--- src/rtl/hpdmc_fmlarb.sv ---
// Four-master FML arbiter in front of the HPDMC FML port; round robin by default.
// Define FMLARB_PRIO0_EN to give master 0 absolute priority over masters 1-3.
module hpdmc_fmlarb #(
  parameter int fml_depth = 26
) (
  input  logic                   sys_clk,
  input  logic                   sys_rst,
  input  logic [4*fml_depth-1:0] m_adr,
  input  logic [3:0]             m_stb,
  input  logic [3:0]             m_we,
  input  logic [31:0]            m_sel,
  input  logic [255:0]           m_di,
  output logic [3:0]             m_ack,
  output logic [63:0]            m_do,
  output logic [fml_depth-1:0]   s_adr,
  output logic                   s_stb,
  output logic                   s_we,
  output logic [7:0]             s_sel,
  output logic [63:0]            s_do,
  input  logic                   s_ack,
  input  logic [63:0]            s_di
);

  typedef enum logic [1:0] {
    IDLE  = 2'd0,
    REQ   = 2'd1,
    WDATA = 2'd2
  } state_t;

  state_t     state, state_d;
  logic [1:0] grant, grant_d;
  logic [1:0] last, last_d;
  logic [1:0] beat, beat_d;
  logic [1:0] pick;
  logic [1:0] idx;

`ifdef FMLARB_PRIO0_EN
  logic [1:0] base;

  // masters 1-3 rotate after last (0 folds to 3); master 0 overrides
  always_comb begin
    base = (last == 2'd0) ? 2'd3 : last;
    pick = 2'd1;
    idx  = 2'd0;
    for (int i = 2; i >= 0; i--) begin
      idx = 2'((int'(base) + i) % 3 + 1);
      if (m_stb[idx])
        pick = idx;
    end
    if (m_stb[0])
      pick = 2'd0;
  end
`else
  // lowest offset from last+1 wins, so scan downwards
  always_comb begin
    pick = last + 2'd1;
    idx  = 2'd0;
    for (int i = 3; i >= 0; i--) begin
      idx = last + 2'(i + 1);
      if (m_stb[idx])
        pick = idx;
    end
  end
`endif

  always_ff @(posedge sys_clk) begin
    if (sys_rst) begin
      state <= IDLE;
      grant <= 2'd0;
      last  <= 2'd3;
      beat  <= 2'd0;
    end else begin
      state <= state_d;
      grant <= grant_d;
      last  <= last_d;
      beat  <= beat_d;
    end
  end

  always_comb begin
    state_d = state;
    grant_d = grant;
    last_d  = last;
    beat_d  = beat;
    s_stb   = 1'b0;
    m_ack   = 4'b0000;
    unique case (state)
      IDLE: begin
        if (|m_stb) begin
          grant_d = pick;
          state_d = REQ;
        end
      end
      REQ: begin
        s_stb = m_stb[grant];
        if (!m_stb[grant]) begin
          state_d = IDLE;
        end else if (s_ack) begin
          m_ack[grant] = 1'b1;
          last_d       = grant;
          if (m_we[grant]) begin
            state_d = WDATA;
            beat_d  = 2'd0;
          end else begin
            state_d = IDLE;
          end
        end
      end
      WDATA: begin
        beat_d = beat + 2'd1;
        if (beat == 2'd2)
          state_d = IDLE;
      end
      default: state_d = IDLE;
    endcase
    // reset kills any handshake in the same cycle
    if (sys_rst) begin
      s_stb = 1'b0;
      m_ack = 4'b0000;
    end
  end

  assign s_adr = m_adr[int'(grant)*fml_depth +: fml_depth];
  assign s_we  = m_we[grant];
  assign s_sel = m_sel[int'(grant)*8 +: 8];
  assign s_do  = m_di[int'(grant)*64 +: 64];
  assign m_do  = s_di;

endmodule

--- config.mk ---
export PLATFORM = sky130hd
export DESIGN_NAME = hpdmc_fmlarb
export DESIGN_NICKNAME = d
export VERILOG_FILES = /design/src/rtl/hpdmc_fmlarb.sv
export SDC_FILE = /design/constraint.sdc
export NUM_CORES = 1
export LEC_CHECK = 0
export ABC_CLOCK_PERIOD_IN_PS = 5400
export CAP_MARGIN = 25
export CORE_AREA = 3 3 243 245
export DETAILED_ROUTE_END_ITERATION = 6
export DIE_AREA = 0 0 246 248
export SYNTH_ARGS = -nofsm -noshare
export SYNTH_HDL_FRONTEND = slang
export SYNTH_SLANG_ARGS = --single-unit
--- constraint.sdc ---
create_clock -name sys_clk -period 5.4 [get_ports sys_clk]
set_clock_uncertainty 0.2 [all_clocks]
set_input_delay 0.54 -clock sys_clk [delete_from_list [all_inputs] [get_ports sys_clk]]
set_output_delay 0.54 -clock sys_clk [all_outputs]
set_load 0.01 [all_outputs]
==> flow_summary_export.csv, run 1 <==
group,metric,value,unit
run_status,outcome,"finished clean",
timing,max-slew-margin-rel,0.582,
floorplanning,dieWidth,246,um
yosys,yosys_register_bits,8,
layout,layout.nets,1149,
worst_setup_path,cp_top_family,"buffers and inverters",
worst_setup_path,required,4.66,ns
global_route,track_usage,0.0810,
yosys,yosys_warnings,0,
clock_tree,cts_tree,"done",
timing,maxSlewViolCount,0,
clock_tree,cts.sinks,8,
power_and_ir_drop,p_per_area,164,mW/mm^2
timing,timing.final.crit_period,3.43,ns
clock_tree,numCtsBuffers,3,
worst_setup_path,criticalPathCategory,"flop to output pin",
worst_setup_path,critPathMaxFanout,72,
global_route,grt_max_degree,73,
clock_tree,cts_resized,0,
timing,finalCritPeriodShare,0.636,
worst_setup_path,slowest_stage,"dfxtp_4",
worst_setup_path,cp-end-kind,"output pin",
clock_tree,cts_root_buf,"clkbuf_16",
detailed_routing,vias,4427,
clock_tree,insertion_delay,0.23,ns
floorplanning,core,0.0574,mm^2
power_and_ir_drop,pwr-share-seq,0.073,
clock_tree,h-tree-depth,1,
place,hpwl,23.7,mm
detailed_routing,drt_pass1_iterations,4,
worst_setup_path,max_stage_delay,0.69,ns
detailed_routing,drc,0,
yosys,yosysSeqAreaShare,0.0471,
global_route,grt_pass1_vias,4777,
power_and_ir_drop,p_switching,0.520,mW
worst_setup_path,startpoint,"grant[1]$_SDFFE_PP0P_",
min_path,hp-class,"flop to flop",
clock_tree,clk_path_buf_depth,2,
clock_tree,cts_setup_buffers,0,
yosys,syn_avg_cell_area,13.3,um^2
job,drv_cap,0,
floorplanning,ios,635,
layout,syn_to_final_growth,163,%
power_and_ir_drop,clkPwrFrac,0.086,
layout,fin_area,0.00894,mm^2
floorplanning,start_util,0.0592,
global_route,antenna_found_initial,8,
timing,hold_viol,0,
worst_setup_path,start_kind,"flop",
detailed_routing,antenna_left,0,
worst_setup_path,cp_data_arrival_time,2.69,ns
place,placed_cell_area,0.00886,mm^2
yosys,syn_area,0.00340,mm^2
floorplanning,dieArea,0.0610,mm^2
power_and_ir_drop,ir_drop,0.0691,mV
yosys,syn-num-nets,724,
timing,fin_tns_setup,0,ns
worst_setup_path,crit_buf_inv,2,
timing,setup_viol,0,
min_path,hp-start,"beat[1]$_SDFFE_PP0P_",
yosys,ys_types,35,
power_and_ir_drop,p_comb_frac,0.841,
power_and_ir_drop,p_int,0.946,mW
place,gp_congestion,0.813,
clock_tree,cts.clk_slew.worst_paths,0.04,ns
global_route,grt_pass1_wl,35.5,mm
layout,final_util,0.156,
detailed_routing,wl_per_cell,19.1,um
detailed_routing,via_per_inst,3.06,
global_route,grt-ovfl-total,0,
yosys,synth_edf_count,0,
floorplanning,rows,88,
power_and_ir_drop,sw_frac_of_total,0.354,
power_and_ir_drop,power.leakage,2.81,nW
layout,layoutNonFillerInstCount,1448,
worst_setup_path,path_cells,"buf_12, mux4_2, and4b_4, clkdlybuf4s50_1",
worst_setup_path,worstReg2RegStart,"grant[1]$_SDFFE_PP0P_",
yosys,synth-async-reset-ratio,0,
layout,drive_gt1_frac,0.168,
timing,fmax,291,MHz
timing,rsz0062_at_grt,"no",
detailed_routing,wirelength,27.7,mm
yosys,syn_inst,256,
floorplanning,die_y,248,um
clock_tree,postCtsHoldBufs,0,
detailed_routing,drtIter0Drc,127,
timing,tightest_slew,0.622,ns
place,numPortBuffers,506,
yosys,synth_top_flop_cell,"dfxtp_1",
place,placed_cells,1441,
area by class of cell:
cell class | count | area, um^2
diodes | 4 | 10.0
clock buffers | 3 | 75.1
fillers | 6334 | 48400
inverters | 7 | 26.3
multi-input cells | 151 | 2590
flip-flops and latches | 8 | 168
well taps | 765 | 957
repair buffers | 510 | 5120
through the flow:
step | power [mW] | hold WS (ns) | setup slack [ns]
detailed placement | 1.35 | 0.298 | 2.18
global placement | 1.35 | 0.279 | 2.24
global route | 1.54 | 0.335 | 1.89
floorplan | 0.641 | 0.269 | 3.25
CTS | 1.49 | 0.306 | 1.99
finish | 1.47 | 0.307 | 1.97
power by group through the flow:
| stage | Sequential (mW) | Clock, mW | Combinational (mW) |
|---|---|---|---|
| 2_1_floorplan | 0.0703 | 0 | 0.571 |
| 5_1_grt | 0.113 | 0.132 | 1.30 |
| 3_5_place_dp | 0.110 | 0 | 1.24 |
| 6_report | 0.107 | 0.125 | 1.23 |
| 3_3_place_gp | 0.111 | 0 | 1.24 |
| 4_1_cts | 0.110 | 0.129 | 1.25 |
cell usage after synthesis (4+ instances only):
cell type / count / area, um^2
a21oi_1: 4 / 20.0
buf_2: 7 / 35.0
buf_4: 72 / 541
clkbuf_1: 10 / 37.5
dfxtp_1: 8 / 160
inv_1: 7 / 26.3
mux4_2: 100 / 2250
nand2_1: 5 / 18.8
nor2_1: 4 / 15.0
nor3_1: 4 / 20.0
o21ai_0: 5 / 25.0
path summary, 6_finish.rpt:
path,to,slack [ns],cells after the start
hold / removal,beat[1]$_SDFFE_PP0P_,0.31,1
setup / recovery,s_stb,1.97,4
hold reg to reg,beat[1]$_SDFFE_PP0P_,0.31,1
setup reg to reg,state[0]$_SDFFE_PP0P_,2.94,4
routing by layer:
metal  up-vias  wire length, um  global-route usage  part of all wire
met2       336            14300               0.149              0.52
met5         -               51                   0            0.0018
met3        44             3030              0.0275              0.11
li1       1885                -                   -                 -
met4         8              873              0.0273             0.032
met1      2154             9440              0.0862              0.34
flip-flops by register name, indices dropped and copies added, names as in the netlist:
name   flops
last       2
state      2
grant      2
beat       2
cells in the final DEF (no fill, tap or decap), types with 2 or more instances in the layout:
cell type and n:
a21oi_1 4, buf_12 2, buf_4 2, clkbuf_16 3, clkdlybuf4s50_1 506, dfxtp_1 6, dfxtp_4 2, diode_2 4
inv_1 7, mux4_2 100, nand2_1 5, nand2b_1 3, nor2_1 4, nor3_1 4, nor4_1 3, o21ai_0 5
o21bai_1 2, o22ai_1 2
kinds of logic after synthesis:
logic type                 share of synthesized area
adders and majority gates                    0.00368
buffers and inverters                          0.192
AOI/OAI and AO/OA                             0.0427
and+or+nand+nor                               0.0457
DFF                                           0.0471
muxes                                          0.669
Note: power is estimated with default switching activity, not from simulation.
==> run 2: changes to the inputs <==
Settings changed: ABC_CLOCK_PERIOD_IN_PS 5400 to 2900, CORE_AREA 3 3 243 245 to 3 3 246 248, DIE_AREA 0 0 246 248 to 0 0 249 251.
Clock period 5.4 ns to 2.9 ns, I/O delays scaled along.
==> flow_summary_export.csv, run 2 (same netlist as run 1, synthesis figures left out) <==
group,metric,value,unit
run_status,outcome,"finished clean",
place,hpwl,31.0,mm
detailed_routing,wl_per_cell,23.2,um
clock_tree,cts.clk_slew.worst_paths,0.04,ns
clock_tree,numCtsBuffers,3,
detailed_routing,vias,4547,
global_route,grt_max_degree,49,
clock_tree,postCtsHoldBufs,0,
place,dpl_worst_slack,0.290,ns
global_route,grt_pass1_wl,43.8,mm
clock_tree,clk_path_buf_depth,2,
timing,post-route-worst-setup-slack,0.197,ns
detailed_routing,dr_wl_met3,4.30,mm
detailed_routing,antenna_left,0,
timing,hold_viol,0,
global_route,grt-ovfl-total,0,
timing,setup_viol,0,
global_route,track_usage,0.101,
clock_tree,cts_resized,0,
layout,drive_gt1_frac,0.188,
global_route,antenna_found_initial,16,
global_route,grt_pass1_vias,5078,
place,gp_congestion,0.908,
detailed_routing,drt-met1-wl,11.3,mm
power_and_ir_drop,p_per_area,314,mW/mm^2
floorplanning,ios,635,
detailed_routing,wirelength,33.9,mm
worst_setup_path,r2r_cells,4,
power_and_ir_drop,ir_drop,0.191,mV
worst_setup_path,start_kind,"flop",
floorplanning,dieArea,0.0625,mm^2
clock_tree,cts_root_buf,"clkbuf_16",
layout,layout_common_cells,"clkdlybuf4s50_1 (496), mux4_2 (100), buf_4 (13)",
place,numPortBuffers,506,
clock_tree,cts_tree,"done",
clock_tree,cts_setup_buffers,0,
worst_setup_path,required,2.41,ns
layout,final_common_cell,"clkdlybuf4s50_1",
layout,syn_to_final_growth,165,%
worst_setup_path,cp_data_arrival_time,2.21,ns
timing,maxSlewViolCount,0,
timing,timing.final.crit_period,2.70,ns
floorplanning,core,0.0587,mm^2
floorplanning,dieWidth,249,um
min_path,hp-class,"flop to flop",
timing,rsz0062_at_grt,"no",
layout,layout.nets,1154,
detailed_routing,via_per_inst,3.11,
job,drv_cap,0,
power_and_ir_drop,power.leakage,2.86,nW
worst_setup_path,cp-end-kind,"output pin",
timing,tightest_slew,0.600,ns
detailed_routing,drc,0,
detailed_routing,wl_met2,17.0,mm
timing,max-slew-margin-rel,0.597,
timing,fmax,370,MHz
floorplanning,die_y,251,um
worst_setup_path,criticalPathCategory,"flop to output pin",
clock_tree,cts.sinks,8,
timing,finalCritPeriodShare,0.932,
timing,fin_tns_setup,0,ns
clock_tree,h-tree-depth,1,
floorplanning,start_util,0.0579,
detailed_routing,drtIter0Drc,182,
worst_setup_path,critPathMaxFanout,29,
min_path,hold_depth,1,
detailed_routing,drt_pass1_iterations,4,
floorplanning,rows,89,
clock_tree,insertion_delay,0.23,ns
detailed_routing,routed.top_layer,"met5",
-- run 2: metrics by stage --
step	instance area [um^2]	std cells	hold WS, ns	util	power (mW)
4_1_cts	9010	1458	0.312	0.154	2.93
3_5_place_dp	8930	1454	0.303	0.152	2.67
3_3_place_gp	8930	1454	0.277	0.152	2.68
6_report	9010	1460	0.314	0.154	2.83
2_1_floorplan	3400	256	0.159	-	1.19
5_1_grt	9010	1459	0.327	0.154	3.03
-- run 2: final timing paths --
path | start | slack [ns] | endpoint
max reg2reg | grant[0]$_SDFFE_PP0P_ | 0.98 | state[0]$_SDFFE_PP0P_
min reg2reg | beat[1]$_SDFFE_PP0P_ | 0.31 | beat[1]$_SDFFE_PP0P_
min | beat[1]$_SDFFE_PP0P_ | 0.31 | beat[1]$_SDFFE_PP0P_
max | grant[0]$_SDFFE_PP0P_ | 0.20 | s_do[17]
-- run 2: critical path, cell delays in order (launching register included) --
cell and delay (ns):
dfxtp_4 0.37, buf_12 0.22, buf_12 0.24, mux4_2 0.58, clkdlybuf4s50_1 0.51
-- run 2: routing by layer --
layer,GRT usage,up-vias
met5,0,-
met4,0.0290,20
met3,0.0492,52
met2,0.185,417
met1,0.103,2167
li1,-,1891
-- run 2: cell type report --
type,count,area [um^2]
antenna,2,5.00
clock buffer,4,78.8
fill,6523,49700
inverter,7,26.3
multi-input combinational,151,2590
sequential,8,168
tap,773,967
timing repair buffer,515,5180
-- run 2: power breakdown --
group	internal [mW]	leakage (nW)	switching, mW	total [mW]
clock network	0.183	0.0382	0.0521	0.235
registers	0.124	0.0669	0.0450	0.169
logic	1.48	2.75	0.944	2.43
total	1.79	2.86	1.04	2.83
==> run 3: changes to the inputs <==
Settings changed: GPL_ROUTABILITY_DRIVEN set to 0.
==> flow_summary_export.csv, run 3 (same netlist as run 1, synthesis figures left out) <==
group,metric,value,unit
floorplanning,core,0.0587,mm^2
detailed_routing,vias,4619,
layout,final_util,0.154,
floorplanning,dieArea,0.0625,mm^2
global_route,antenna_found_initial,13,
timing,rsz0062_at_grt,"no",
clock_tree,numCtsBuffers,3,
worst_setup_path,r2r_slack,0.94,ns
layout,regArea,168,um^2
timing,fin_tns_setup,0,ns
layout,multiInputGateArea,0.00259,mm^2
worst_setup_path,required,2.41,ns
timing,tightest_slew,0.603,ns
layout,layout_common_cells,"clkdlybuf4s50_1 (496), mux4_2 (100), buf_4 (16)",
power_and_ir_drop,power.leakage,2.86,nW
worst_setup_path,crit_buf_inv,2,
floorplanning,die_y,251,um
layout,final_common_cell,"clkdlybuf4s50_1",
floorplanning,dieWidth,249,um
clock_tree,clk_path_buf_depth,2,
detailed_routing,wl_per_cell,23.3,um
power_and_ir_drop,total_power,2.84,mW
run_status,outcome,"finished clean",
clock_tree,cts_setup_buffers,0,
clock_tree,cts_tree,"done",
timing,post-route-worst-setup-slack,0.144,ns
global_route,grt_pass1_vias,5049,
layout,layout.nets,1156,
worst_setup_path,path_cells,"buf_12, mux4_2, clkdlybuf4s50_1",
layout,drive_gt1_frac,0.191,
clock_tree,h-tree-depth,1,
detailed_routing,via_per_inst,3.16,
global_route,grt_pass1_wl,43.8,mm
worst_setup_path,critPathMaxFanout,44,
worst_setup_path,cp_top_family,"buffers and inverters",
timing,max-slew-margin-rel,0.598,
worst_setup_path,criticalPathCategory,"flop to output pin",
detailed_routing,drt_pass1_iterations,4,
worst_setup_path,slowest_stage,"dfxtp_4",
global_route,track_usage,0.101,
worst_setup_path,start_kind,"flop",
place,numPortBuffers,506,
place,dpl_worst_slack,0.292,ns
power_and_ir_drop,p_per_area,315,mW/mm^2
global_route,grt_max_degree,45,
worst_setup_path,cp-end-kind,"output pin",
clock_tree,cts.clk_slew.worst_paths,0.04,ns
layout,syn_to_final_growth,165,%
worst_setup_path,max_stage_delay,0.71,ns
timing,setup_viol,0,
detailed_routing,antenna_left,0,
clock_tree,cts_resized,0,
clock_tree,insertion_delay,0.23,ns
timing,hold_ws,0.323,ns
detailed_routing,wirelength,34.0,mm
detailed_routing,drc,0,
clock_tree,postCtsHoldBufs,0,
floorplanning,rows,89,
clock_tree,cts.sinks,8,
global_route,grt-ovfl-total,0,
detailed_routing,drtIter0Drc,219,
timing,maxSlewViolCount,0,
job,drv_cap,0,
timing,finalCritPeriodShare,0.950,
clock_tree,cts_root_buf,"clkbuf_16",
floorplanning,start_util,0.0579,
timing,timing.final.crit_period,2.76,ns
floorplanning,ios,635,
min_path,hp-class,"flop to flop",
timing,fmax,363,MHz
power_and_ir_drop,ir_drop,0.208,mV
worst_setup_path,cp_data_arrival_time,2.27,ns
place,hpwl,30.9,mm
layout,fill_cells,6511,
timing,hold_viol,0,
-- run 3: path summary, 6_finish.rpt --
kind                         start                    to  cells after the start
max          grant[1]$_SDFFE_PP0P_              s_do[61]                      3
min           beat[1]$_SDFFE_PP0P_  beat[1]$_SDFFE_PP0P_                      1
max reg2reg  grant[1]$_SDFFE_PP0P_  beat[0]$_SDFFE_PP0P_                      4
min reg2reg   beat[1]$_SDFFE_PP0P_  beat[1]$_SDFFE_PP0P_                      1
-- run 3: cell type report --
type	instances	area share
diodes	3	0.000833
clock buffers	3	0.00833
inverters	7	0.00291
multi-input cells	151	0.287
flip-flops and latches	8	0.0186
well taps	773	0.107
repair buffers	517	0.575
-- run 3: layer usage --
| layer | share of wire | vias to the layer above | global-route usage | wire length, um |
|---|---|---|---|---|
| met5 | 0.0024 | - | 0 | 83 |
| met1 | 0.33 | 2267 | 0.100 | 11300 |
| li1 | - | 1894 | - | - |
| met2 | 0.52 | 396 | 0.192 | 17600 |
| met3 | 0.12 | 50 | 0.0435 | 4030 |
| met4 | 0.029 | 12 | 0.0265 | 1000 |
-- run 3: per-stage QoR --
step | instance area, um^2 | instances
after floorplan | 3400 | 256
final | 9010 | 1462
after global routing | 9010 | 1461
after detailed placement | 8930 | 1456
after CTS | 9010 | 1459
after global placement | 8930 | 1456
-- run 3: report_power, final --
part / leakage [nW] / switching [mW] / internal (mW)
logic: 2.76 / 0.945 / 1.48
clock network: 0.0370 / 0.0545 / 0.178
registers: 0.0669 / 0.0559 / 0.124
-- run 3: worst register-to-register path: stages, from the launching register on --
cell	delay, ns
dfxtp_4	0.71
buf_4	0.31
mux4_2	0.39
a21oi_2	0.15
o21a_1	0.13
